### src/rtl/uart_tx_pkg.sv
// Shared definitions for the external-interface UART transmitter:
// register indices, STATUS/CTRL bit positions, FSM encodings and a
// debug snapshot struct. Optional parity support is selected with the
// UART_TX_PARITY_EN macro in the files that import this package.
package uart_tx_pkg;

  // Register word indices (low two address bits once the upper bits are zero)
  localparam logic [1:0] REG_DATA   = 2'd0;
  localparam logic [1:0] REG_STATUS = 2'd1;
  localparam logic [1:0] REG_CTRL   = 2'd2;
  localparam logic [1:0] REG_BAUD   = 2'd3;

  // STATUS bit positions
  localparam int ST_BUSY    = 0;
  localparam int ST_FULL    = 1;
  localparam int ST_EMPTY   = 2;
  localparam int ST_OVF     = 3;
  localparam int ST_LVL_LSB = 8;

  // CTRL bit positions
  localparam int CTRL_TX_EN     = 0;
  localparam int CTRL_IRQ_EMPTY = 1;
  localparam int CTRL_IRQ_OVF   = 2;
  localparam int CTRL_PAR_ODD   = 3;

  typedef enum logic [1:0] {IDLE, ACK, WAIT} bus_state_t;

  typedef enum logic [2:0] {S_IDLE, S_START, S_DATA, S_PAR, S_STOP} tx_state_t;

  // Snapshot of both state machines for checkers to bind to
  typedef struct packed {
    bus_state_t bus;
    tx_state_t  tx;
    logic [2:0] bit_idx;
  } uart_tx_dbg_t;

  // A divider of zero would never end a bit; treat it as one cycle per bit
  function automatic logic [15:0] eff_div(input logic [15:0] baud);
    return (baud == 16'd0) ? 16'd1 : baud;
  endfunction

endpackage

### src/rtl/uart_tx_fifo.sv
// Synchronous byte FIFO for the UART transmitter. DEPTH must be a power
// of two so the read/write pointers wrap naturally. Full/empty are judged
// on the registered state, so a push into a full FIFO is dropped even if
// a pop happens in the same cycle.
module uart_tx_fifo #(
  parameter int DEPTH = 16,
  parameter int LVL_W = $clog2(DEPTH + 1)
) (
  input  logic             clk,
  input  logic             rst_n,
  input  logic             push,
  input  logic [7:0]       push_data,
  input  logic             pop,
  output logic [7:0]       pop_data,
  output logic             full,
  output logic             empty,
  output logic [LVL_W-1:0] level
);

  localparam int PTR_W = $clog2(DEPTH);

  logic [7:0]       mem [DEPTH];
  logic [PTR_W-1:0] wr_ptr;
  logic [PTR_W-1:0] rd_ptr;
  logic             push_ok;
  logic             pop_ok;

  assign full     = (level == LVL_W'(DEPTH));
  assign empty    = (level == '0);
  assign push_ok  = push && !full;
  assign pop_ok   = pop && !empty;
  assign pop_data = mem[rd_ptr];

  // Storage array; contents need no reset because level gates every read
  always_ff @(posedge clk) begin
    if (push_ok) begin
      mem[wr_ptr] <= push_data;
    end
  end

  // Pointers and occupancy count
  always_ff @(posedge clk or negedge rst_n) begin
    if (!rst_n) begin
      wr_ptr <= '0;
      rd_ptr <= '0;
      level  <= '0;
    end else begin
      if (push_ok) wr_ptr <= wr_ptr + PTR_W'(1);
      if (pop_ok)  rd_ptr <= rd_ptr + PTR_W'(1);
      case ({push_ok, pop_ok})
        2'b10:   level <= level + LVL_W'(1);
        2'b01:   level <= level - LVL_W'(1);
        default: level <= level;
      endcase
    end
  end

endmodule

### src/rtl/ext_if_uart_tx.sv
// Memory-mapped 8N1 UART transmitter on the responder side of an
// external-interface bus bridge: register file, TX FIFO, baud divider
// and frame shifter. Defining UART_TX_PARITY_EN inserts a parity bit
// (even, or odd when CTRL[3]=1) between the data and stop bits.
module ext_if_uart_tx
  import uart_tx_pkg::*;
#(
  parameter int FIFO_DEPTH  = 16,
  parameter int DEFAULT_DIV = 434,
  parameter int ADDR_W      = 3
) (
  input  logic              clk_clk,
  input  logic              rst_reset_n,
  input  logic [ADDR_W-1:0] address,
  input  logic              bus_enable,
  input  logic [3:0]        byte_enable,
  input  logic              rw,
  input  logic [31:0]       write_data,
  output logic [31:0]       read_data,
  output logic              acknowledge,
  output logic              irq,
  output logic              uart_txd
);

  localparam int LVL_W = $clog2(FIFO_DEPTH + 1);

  // Handshake: the bridge raises bus_enable with address/rw/data stable and
  // holds it until it sees acknowledge. The access takes effect on the edge
  // that leaves IDLE; acknowledge (and read_data) are valid for exactly the
  // following cycle. The FSM then waits for bus_enable to drop so a held
  // request is never executed twice.
  bus_state_t bus_q, bus_d;

  tx_state_t  tx_q, tx_d;
  logic [15:0] cnt_q;
  logic [15:0] div_q;
  logic [2:0]  bit_q;
  logic [7:0]  sh_q;

  logic [3:0]  ctrl_q;
  logic [15:0] baud_q;
  logic        ovf_q;
  logic        irq_q;
  logic [31:0] rdata_q;
  logic [31:0] rd_mux;

  logic        access;
  logic        wr_acc;
  logic        rd_acc;
  logic        is_low;
  logic [1:0]  sel;
  logic        push_req;
  logic        status_wr;
  logic        ctrl_wr;
  logic        baud_wr;

  logic        fifo_pop;
  logic [7:0]  fifo_data;
  logic        fifo_full;
  logic        fifo_empty;
  logic [LVL_W-1:0] fifo_level;
  logic [8:0]  level9;
  logic [7:0]  level8;

  logic        busy;
  logic        load;
  logic        bit_end;
  logic        txd;

  uart_tx_dbg_t dbg_state;

  assign is_low    = ((address >> 2) == '0);
  assign sel       = address[1:0];
  assign access    = (bus_q == IDLE) && bus_enable;
  assign wr_acc    = access && !rw;
  assign rd_acc    = access && rw;
  assign push_req  = wr_acc && is_low && (sel == REG_DATA) && byte_enable[0];
  assign status_wr = wr_acc && is_low && (sel == REG_STATUS);
  assign ctrl_wr   = wr_acc && is_low && (sel == REG_CTRL);
  assign baud_wr   = wr_acc && is_low && (sel == REG_BAUD);

  assign acknowledge = (bus_q == ACK);
  assign read_data   = rdata_q;
  assign irq         = irq_q;
  assign uart_txd    = txd;
  assign busy        = (tx_q != S_IDLE);

  // A 256-deep FIFO can hold 256 bytes; the 8-bit level field saturates at 255
  assign level9 = 9'(fifo_level);
  assign level8 = level9[8] ? 8'hFF : level9[7:0];

  assign dbg_state = '{bus: bus_q, tx: tx_q, bit_idx: bit_q};

  uart_tx_fifo #(
    .DEPTH(FIFO_DEPTH),
    .LVL_W(LVL_W)
  ) u_fifo (
    .clk       (clk_clk),
    .rst_n     (rst_reset_n),
    .push      (push_req),
    .push_data (write_data[7:0]),
    .pop       (fifo_pop),
    .pop_data  (fifo_data),
    .full      (fifo_full),
    .empty     (fifo_empty),
    .level     (fifo_level)
  );

  // Bus FSM state register
  always_ff @(posedge clk_clk or negedge rst_reset_n) begin
    if (!rst_reset_n) bus_q <= IDLE;
    else              bus_q <= bus_d;
  end

  // Bus FSM next state
  always_comb begin
    bus_d = bus_q;
    case (bus_q)
      IDLE:    if (bus_enable) bus_d = ACK;
      ACK:     bus_d = bus_enable ? WAIT : IDLE;
      WAIT:    if (!bus_enable) bus_d = IDLE;
      default: bus_d = IDLE;
    endcase
  end

  // Register read multiplexer; unmapped indices read as zero
  always_comb begin
    rd_mux = 32'h0;
    if (is_low) begin
      case (sel)
        REG_STATUS: begin
          rd_mux[ST_BUSY]               = busy;
          rd_mux[ST_FULL]               = fifo_full;
          rd_mux[ST_EMPTY]              = fifo_empty;
          rd_mux[ST_OVF]                = ovf_q;
          rd_mux[ST_LVL_LSB+7:ST_LVL_LSB] = level8;
        end
        REG_CTRL: rd_mux[3:0]  = ctrl_q;
        REG_BAUD: rd_mux[15:0] = baud_q;
        default:  rd_mux = 32'h0;
      endcase
    end
  end

  // Register file, overflow flag, read data capture and registered irq
  always_ff @(posedge clk_clk or negedge rst_reset_n) begin
    if (!rst_reset_n) begin
      ctrl_q  <= 4'h1;
      baud_q  <= 16'(DEFAULT_DIV);
      ovf_q   <= 1'b0;
      irq_q   <= 1'b0;
      rdata_q <= 32'h0;
    end else begin
      if (rd_acc) rdata_q <= rd_mux;
      if (ctrl_wr && byte_enable[0]) begin
`ifdef UART_TX_PARITY_EN
        ctrl_q <= write_data[3:0];
`else
        ctrl_q <= {1'b0, write_data[2:0]};
`endif
      end
      if (baud_wr && byte_enable[0]) baud_q[7:0]  <= write_data[7:0];
      if (baud_wr && byte_enable[1]) baud_q[15:8] <= write_data[15:8];
      if (push_req && fifo_full) begin
        ovf_q <= 1'b1;
      end else if (status_wr && byte_enable[0] && write_data[ST_OVF]) begin
        ovf_q <= 1'b0;
      end
      irq_q <= (ctrl_q[CTRL_IRQ_EMPTY] && fifo_empty && !busy) ||
               (ctrl_q[CTRL_IRQ_OVF] && ovf_q);
    end
  end

  assign bit_end = (cnt_q == div_q - 16'd1);

  // Shifter FSM state register
  always_ff @(posedge clk_clk or negedge rst_reset_n) begin
    if (!rst_reset_n) tx_q <= S_IDLE;
    else              tx_q <= tx_d;
  end

  // Shifter FSM next state and FIFO load strobe
  always_comb begin
    tx_d     = tx_q;
    load     = 1'b0;
    fifo_pop = 1'b0;
    case (tx_q)
      S_IDLE: begin
        if (ctrl_q[CTRL_TX_EN] && !fifo_empty) begin
          load     = 1'b1;
          fifo_pop = 1'b1;
          tx_d     = S_START;
        end
      end
      S_START: if (bit_end) tx_d = S_DATA;
      S_DATA: begin
        if (bit_end && (bit_q == 3'd7)) begin
`ifdef UART_TX_PARITY_EN
          tx_d = S_PAR;
`else
          tx_d = S_STOP;
`endif
        end
      end
      S_PAR:   if (bit_end) tx_d = S_STOP;
      S_STOP:  if (bit_end) tx_d = S_IDLE;
      default: tx_d = S_IDLE;
    endcase
  end

`ifdef UART_TX_PARITY_EN
  logic par_q;

  // Parity is fixed at frame start together with the data and divider
  always_ff @(posedge clk_clk or negedge rst_reset_n) begin
    if (!rst_reset_n)  par_q <= 1'b0;
    else if (load)     par_q <= (^fifo_data) ^ ctrl_q[CTRL_PAR_ODD];
  end
`endif

  // Bit timer, bit index and data shift register
  always_ff @(posedge clk_clk or negedge rst_reset_n) begin
    if (!rst_reset_n) begin
      cnt_q <= 16'd0;
      div_q <= 16'd1;
      bit_q <= 3'd0;
      sh_q  <= 8'h00;
    end else if (load) begin
      cnt_q <= 16'd0;
      div_q <= eff_div(baud_q);
      bit_q <= 3'd0;
      sh_q  <= fifo_data;
    end else if (tx_q != S_IDLE) begin
      if (bit_end) begin
        cnt_q <= 16'd0;
        if (tx_q == S_DATA) begin
          sh_q  <= {1'b0, sh_q[7:1]};
          bit_q <= bit_q + 3'd1;
        end
      end else begin
        cnt_q <= cnt_q + 16'd1;
      end
    end
  end

  // Line driver decoded from shifter state; idles high out of reset
  always_comb begin
    txd = 1'b1;
    case (tx_q)
      S_START: txd = 1'b0;
      S_DATA:  txd = sh_q[0];
`ifdef UART_TX_PARITY_EN
      S_PAR:   txd = par_q;
`else
      S_PAR:   txd = 1'b1;
`endif
      default: txd = 1'b1;
    endcase
  end

  logic unused_ok;
  assign unused_ok = &{1'b0, write_data[31:16], byte_enable[3:2], dbg_state};

endmodule

### config.mk
export PLATFORM = sky130hd
export DESIGN_NAME = ext_if_uart_tx
export DESIGN_NICKNAME = d
export VERILOG_FILES = /design/src/rtl/uart_tx_pkg.sv /design/src/rtl/uart_tx_fifo.sv /design/src/rtl/ext_if_uart_tx.sv
export SDC_FILE = /design/constraint.sdc
export NUM_CORES = 1
export LEC_CHECK = 0
export CAP_MARGIN = 20
export CELL_PAD_IN_SITES_DETAIL_PLACEMENT = 0
export CELL_PAD_IN_SITES_GLOBAL_PLACEMENT = 1
export CORE_MARGIN = 2
export CORE_UTILIZATION = 45
export DETAILED_ROUTE_END_ITERATION = 8
export GPL_TIMING_DRIVEN = 1
export PLACE_DENSITY_LB_ADDON = 0.1
export SYNTH_ARGS = -nofsm -noshare
export SYNTH_HDL_FRONTEND = slang
export SYNTH_SLANG_ARGS = --single-unit
### constraint.sdc
create_clock -name clk_clk -period 4.7 [get_ports clk_clk]
set_input_delay 0.94 -clock clk_clk [delete_from_list [all_inputs] [get_ports clk_clk]]
set_output_delay 0.94 -clock clk_clk [all_outputs]
set_load 0.005 [all_outputs]
==> flow_metrics.py, run 1 <==
metrics = {
    "floorplanning": {
        "die_x_um": 154,
        "start_util": 0.454,
        "ios": 78,
        "die_h_um": 154,
        "coreArea_sq_um": 22400,
        "rows": 55,
        "die_area_sq_um": 23800,
    },
    "power_and_ir_drop": {
        "clock_power_share": 0.295,
        "finalPower_uw": 6370,
        "p_int_uw": 4310,
        "p_comb_frac": 0.286,
        "switching_share": 0.324,
        "p_seq_frac": 0.420,
        "p_sw_uw": 2070,
        "ir_drop_mv": 0.295,
        "cellPowerDensity_nw_per_um2": 546,
        "p_leak_uw": 0.00444,
    },
    "synthesis": {
        "async_reset_ff_frac": 0.434,
        "ys.warnings.count": 0,
        "yosysSeqAreaShare": 0.619,
        "synth_most_common_cell": "edfxtp_1",
        "avgSynthCellArea_sq_um": 13.5,
        "synth_edf_count": 128,
        "netlist_top_cells_area": "edfxtp_1 38%, dfrtp_1 22%, mux4_2 7.3%, nand2_1 3.8%, xnor2_1 2.4%",
        "synth_top_area_frac": 0.378,
        "synth-seq-cells": 226,
        "yosysTopAreaCell": "edfxtp_1",
        "synthCells": 756,
        "syn-cell-area_sq_um": 10200,
        "yosysUniqueCellTypes": 61,
        "synth_commonest_cells": "128 x edfxtp_1, 103 x nand2_1, 91 x dfrtp_1, 50 x nor2_1, 33 x mux4_2",
        "ys.flop_type": "edfxtp_1",
    },
    "placed_design": {
        "gp_congestion": 0.794,
        "dp_hpwl_mm": 14.6,
        "io_buffer_count": 43,
        "dp_cells": 1064,
    },
    "sta": {
        "grt_setup_unrepaired": "no",
        "fin_crit_ns": 3.53,
        "worstMarginPinSlew_ns": 0.928,
        "final-setup-viol-count": 0,
        "relSlewSlack": 0.381,
        "fmax_mhz": 283,
        "timing.setup.tns_ns": 0,
        "finalMaxSlewViolations": 0,
        "skew_ns": 0.0179,
        "hold_viol": 0,
        "period_share": 0.751,
    },
    "detailed_routing": {
        "drc_errors": 0,
        "ant_nets": 0,
        "wl_per_cell_um": 19.2,
        "vias_per_cell": 5.42,
        "routed_wl_mm": 21.3,
        "first_iter_violations": 361,
        "num_vias": 6015,
        "dr.pass1.iters": 4,
    },
    "grt": {
        "grt_max_degree": 69,
        "gr-total-overflow": 0,
        "grt_pass1_wl_mm": 34.6,
        "grt_pass1_vias": 6130,
        "antenna_found_initial": 0,
        "grt_usage": 0.184,
    },
    "setup_path": {
        "r2r-start": "u_fifo.level[0]$_DFFE_PN0P_",
        "cpMostUsedCell": "nor3b_1",
        "worstPathArrival_ns": 3.94,
        "cp.required_ns": 5.11,
        "crit_path_start_kind": "primary input",
        "r2r-end": "u_fifo.level[4]$_DFFE_PN0P_",
        "critical_path_class": "in -> reg",
        "r2r_cells": 13,
        "cp_slowest_cell": "clkdlybuf4s50_1",
        "crit_chain": "clkdlybuf4s50_1, nor3b_1, nor3b_1, nand2_1, nor4_2, inv_1, ha_1, fa_1, a21o_1, a21oi_1, xor2_1, nor2_1, xnor2_1",
        "crit_path_max_fanout": 5,
        "reg2reg_setup_slack_ns": 1.25,
        "end_kind": "flip-flop",
        "max_stage_delay_ns": 0.48,
    },
    "min_path": {
        "min_from": "read_data[8]$_DFFE_PN0P_",
        "whs_path_depth": 2,
        "hold_end": "read_data[8]$_DFFE_PN0P_",
        "hp-class": "reg -> reg",
    },
    "cts": {
        "cts_tree": "done",
        "cts_resized": 0,
        "post_cts_buffers": 0,
        "clock_path_buffers": 3,
        "cts-buffers-inserted": 25,
        "cts_sinks": 226,
        "cts.htree.levels": 1,
        "postCtsHoldBufs": 0,
        "clk_pin_slew_ns": 0.06,
        "clk_latency_ns": 0.53,
        "cts-root-buf": "clkbuf_16",
    },
    "run": {
        "maxCapViolCount": 0,
    },
    "cells_and_area": {
        "nNetsFinal": 863,
        "drive_gt1_frac": 0.159,
        "synthToLayoutAreaGrowth_pct": 14.8,
        "layout.cells.non_filler": 1110,
        "antennaDiodeCount": 0,
    },
    "run_status": {
        "status": "finished clean",
    },
}
## through the flow
| step | util | worst slack [ns] | area, sq um | hold slack [ns] |
|---|---|---|---|---|
| after floorplan | - | 1.07 | 10200 | 0.442 |
| after global placement | 0.485 | 0.671 | 10900 | 0.459 |
| after detailed placement | 0.485 | 0.598 | 10900 | 0.470 |
| after CTS | 0.521 | 1.16 | 11700 | 0.483 |
| after global routing | 0.521 | 0.875 | 11700 | 0.514 |
| final | 0.521 | 1.17 | 11700 | 0.482 |
## flip-flops by register name (all words and copies together), names as in the netlist, 2 cells and up
name,count
baud_q,16
bit_q,3
bus_q,2
cnt_q,16
ctrl_q,3
div_q,16
read_data,16
sh_q,8
tx_q,3
u_fifo.level,5
u_fifo.mem,128
u_fifo.rd_ptr,4
u_fifo.wr_ptr,4
## layout by cell type (no fill, tap or decap), types with 14 or more instances in the layout
master           synthesis  layout
buf_4                   17      18
clkbuf_16                0      26
clkdlybuf4s50_1          0      42
conb_1                   1      16
dfrtp_1                 91      90
edfxtp_1               128     128
mux2_2                  20      20
mux2i_1                 14      14
mux4_2                  33      33
nand2_1                103     103
nor2_1                  50      50
nor3_1                  14      14
o21ai_0                 24      24
xnor2_1                 28      28
xor2_1                  15      15
## power groups by stage
stage                     registers, uW  clock network (uW)  logic [uW]
final                              2670                1880        1820
after CTS                          2680                1940        1860
after global routing               2730                2020        2020
after floorplan                    2510                   0        1580
after detailed placement           2710                   0        1850
after global placement             2700                   0        1820
## layout make-up
class	instances	area, sq um
Fill cell	1887	10800
Inverter	14	52.6
Clock buffer	40	758
Multi-Input combinational cell	479	3600
Timing Repair Buffer	60	556
Sequential cell	226	6310
Clock inverter	6	51.3
Tap cell	285	357
## cells by family (layout without fill, tap and decap cells)
family	Yosys count	count (layout)	synth area share
other	1	16	0.000368
DFF	226	226	0.619
AOI/OAI and AO/OA	83	83	0.0587
muxes	74	74	0.117
buffers and inverters	66	120	0.0323
adders and majority gates	14	14	0.0179
and+or+nand+nor	249	249	0.118
xor gates and xnor gates	43	43	0.0370
## metal layers
metal,up-vias,share of wire,GRT usage
li1,2873,-,-
met5,-,0,0
met1,2990,0.47,0.279
met2,121,0.46,0.283
met3,31,0.049,0.0283
met4,0,0.019,0.0432
## worst max-delay path, delay by kind of cell
family	cells	cell delay [ns]
compound gates	2	0.34
xor+xnor	2	0.28
fa+ha+maj	2	0.68
buf+inv	2	0.56
simple gates	5	1.15
## worst max path at each step
| stage | start | end | slack (ns) |
|---|---|---|---|
| 3_5_place_dp | bus_enable | u_fifo.level[4]$_DFFE_PN0P_ | 0.60 |
| 6_report | bus_enable | u_fifo.level[4]$_DFFE_PN0P_ | 1.17 |
| 4_1_cts | bus_enable | u_fifo.level[4]$_DFFE_PN0P_ | 1.16 |
| 5_1_grt | bus_enable | u_fifo.level[4]$_DFFE_PN0P_ | 0.88 |
| 2_1_floorplan | bus_enable | u_fifo.level[4]$_DFFE_PN0P_ | 1.07 |
| 3_3_place_gp | bus_enable | u_fifo.level[4]$_DFFE_PN0P_ | 0.67 |
Power figures use the tool's default switching activity.
==> inputs of run 2 (changes only) <==
clock period = 3.35 ns   (was 4.7 ns; I/O delays follow)
==> run 2 against run 1 <==
  * Utilization up 1.5 points
  * Sequential power grew 41%
  * Largest power group unchanged
  * Flip-flop and latch count unchanged
==> flow_metrics.py, run 2 (same netlist as run 1, synthesis figures left out) <==
metrics = {
    "grt": {
        "grt_max_degree": 54,
        "grt_usage": 0.188,
        "antenna_found_initial": 0,
        "grt_pass1_vias": 6316,
        "grt_pass1_wl_mm": 35.4,
        "gr-total-overflow": 0,
    },
    "run": {
        "maxCapViolCount": 0,
    },
    "cells_and_area": {
        "regMostFlops": "u_fifo.mem",
        "antennaDiodeCount": 0,
        "nNetsFinal": 891,
        "synthToLayoutAreaGrowth_pct": 18.2,
        "final_common_cell": "edfxtp_1",
        "largest_register_ffs": 128,
        "fin_area_sq_um": 12000,
        "drive_gt1_frac": 0.197,
        "final_cell_mix": "128 x edfxtp_1, 103 x nand2_1, 90 x dfrtp_1",
    },
    "detailed_routing": {
        "num_vias": 6186,
        "dr.pass1.iters": 4,
        "ant_nets": 0,
        "vias_per_cell": 5.44,
        "drc_errors": 0,
        "wl_per_cell_um": 19.0,
        "routed_wl_mm": 21.7,
        "first_iter_violations": 384,
    },
    "cts": {
        "clock_path_buffers": 3,
        "cts_tree": "done",
        "clk_latency_ns": 0.54,
        "cts-buffers-inserted": 25,
        "cts_sinks": 226,
        "cts-root-buf": "clkbuf_16",
        "postCtsHoldBufs": 0,
        "clk_pin_slew_ns": 0.06,
        "cts.htree.levels": 1,
    },
    "placed_design": {
        "placed_cell_area_sq_um": 11100,
        "io_buffer_count": 43,
        "place_ws_ns": -0.402,
        "dp_hpwl_mm": 15.0,
        "gp_congestion": 0.788,
    },
    "run_status": {
        "status": "finished clean",
    },
    "power_and_ir_drop": {
        "p_int_uw": 6440,
        "ir_drop_mv": 0.431,
        "cellPowerDensity_nw_per_um2": 784,
        "p_sw_uw": 2990,
        "switching_share": 0.317,
        "clock_power_share": 0.316,
        "p_comb_frac": 0.285,
        "p_seq_frac": 0.398,
        "p_leak_uw": 0.00463,
    },
    "setup_path": {
        "r2r-start": "u_fifo.level[1]$_DFFE_PN0P_",
        "r2r_cells": 12,
        "cp.required_ns": 3.77,
        "r2r-end": "u_fifo.level[4]$_DFFE_PN0P_",
        "end_kind": "flip-flop",
        "reg2reg_setup_slack_ns": 0.20,
        "critical_path_class": "reg -> reg",
        "worstPathArrival_ns": 3.58,
        "crit_path_start_kind": "flip-flop",
        "crit_path_max_fanout": 5,
    },
    "floorplanning": {
        "start_util": 0.454,
        "die_x_um": 154,
        "die_area_sq_um": 23800,
        "ios": 78,
        "rows": 55,
        "die_h_um": 154,
        "coreArea_sq_um": 22400,
    },
    "sta": {
        "period_share": 0.941,
        "skew_ns": 0.0156,
        "fin_crit_ns": 3.15,
        "hold_viol": 0,
        "worstMarginPinSlew_ns": 1.02,
        "final-setup-viol-count": 0,
        "fin_ws_ns": 0.198,
        "finalMaxSlewViolations": 0,
        "relSlewSlack": 0.321,
        "fmax_mhz": 317,
    },
    "min_path": {
        "hp-class": "in -> async",
    },
}
## run 2: through the flow
step                total power (uW)  hold WS [ns]   util  std cells  TNS (ns)
finish                          9440         0.189  0.536       1138         0
global route                   10000         0.237  0.536       1138  -0.00407
detailed placement              6540         0.469  0.495       1092    -0.758
global placement                6480         0.459  0.495       1092    -0.436
floorplan                       5740         0.374      -        771         0
CTS                             9540         0.215  0.536       1138         0
## run 2: power groups by stage
stage                     combinational [uW]  clock (uW)  sequential, uW
final                                   2690        2980            3760
after global routing                    3020        3150            3840
after CTS                               2730        3040            3770
after detailed placement                2720           0            3820
after global placement                  2680           0            3800
after floorplan                         2220           0            3520
## run 2: worst max-delay path, cell delays in order (launching register included)
cell and delay, ns:
dfrtp_1 0.44, or4_4 0.55, o21ai_2 0.26, nor2_1 0.09
nand2_1 0.13, clkinv_2 0.12, ha_1 0.29, fa_1 0.42
a21o_1 0.19, a21oi_1 0.18, xor2_1 0.18, nor2_1 0.07
xnor2_1 0.12
## run 2: layout make-up
type | count | area (sq um)
multi-input cells | 479 | 3630
clock buffers | 30 | 674
fillers | 1873 | 10400
well taps | 285 | 357
clock inverters | 16 | 241
flip-flops and latches | 226 | 6310
inverters | 14 | 53.8
repair buffers | 88 | 766
## run 2: how the worst max path moves through the flow
stage | from | to | slack [ns] | cells after the start
floorplan | u_fifo.level[0]$_DFFE_PN0P_ | u_fifo.level[4]$_DFFE_PN0P_ | 0.005 | 14
global placement | bus_enable | u_fifo.level[4]$_DFFE_PN0P_ | -0.29 | 13
detailed placement | bus_enable | u_fifo.level[4]$_DFFE_PN0P_ | -0.40 | 13
CTS | div_q[0]$_DFFE_PN1P_ | sh_q[1]$_DFFE_PN0P_ | 0.12 | 10
global route | u_fifo.level[1]$_DFFE_PN0P_ | u_fifo.level[4]$_DFFE_PN0P_ | -0.004 | 12
finish | u_fifo.level[1]$_DFFE_PN0P_ | u_fifo.level[4]$_DFFE_PN0P_ | 0.20 | 12
## run 2: what timing repair did
item,4_1_cts,5_1_grt
buffers inserted,0,0
endpoints found under the setup margin,0,9
hold endpoints to repair,0,0
resized for setup,0,3
## run 2: per-layer routing
layer / vias up / track usage / wire length (um) / part of all wire
li1: 2918 / - / - / -
met1: 3113 / 0.285 / 10400 / 0.48
met2: 124 / 0.292 / 9840 / 0.45
met3: 31 / 0.0272 / 990 / 0.046
met4: 0 / 0.0406 / 420 / 0.019
met5: - / 0 / 0 / 0
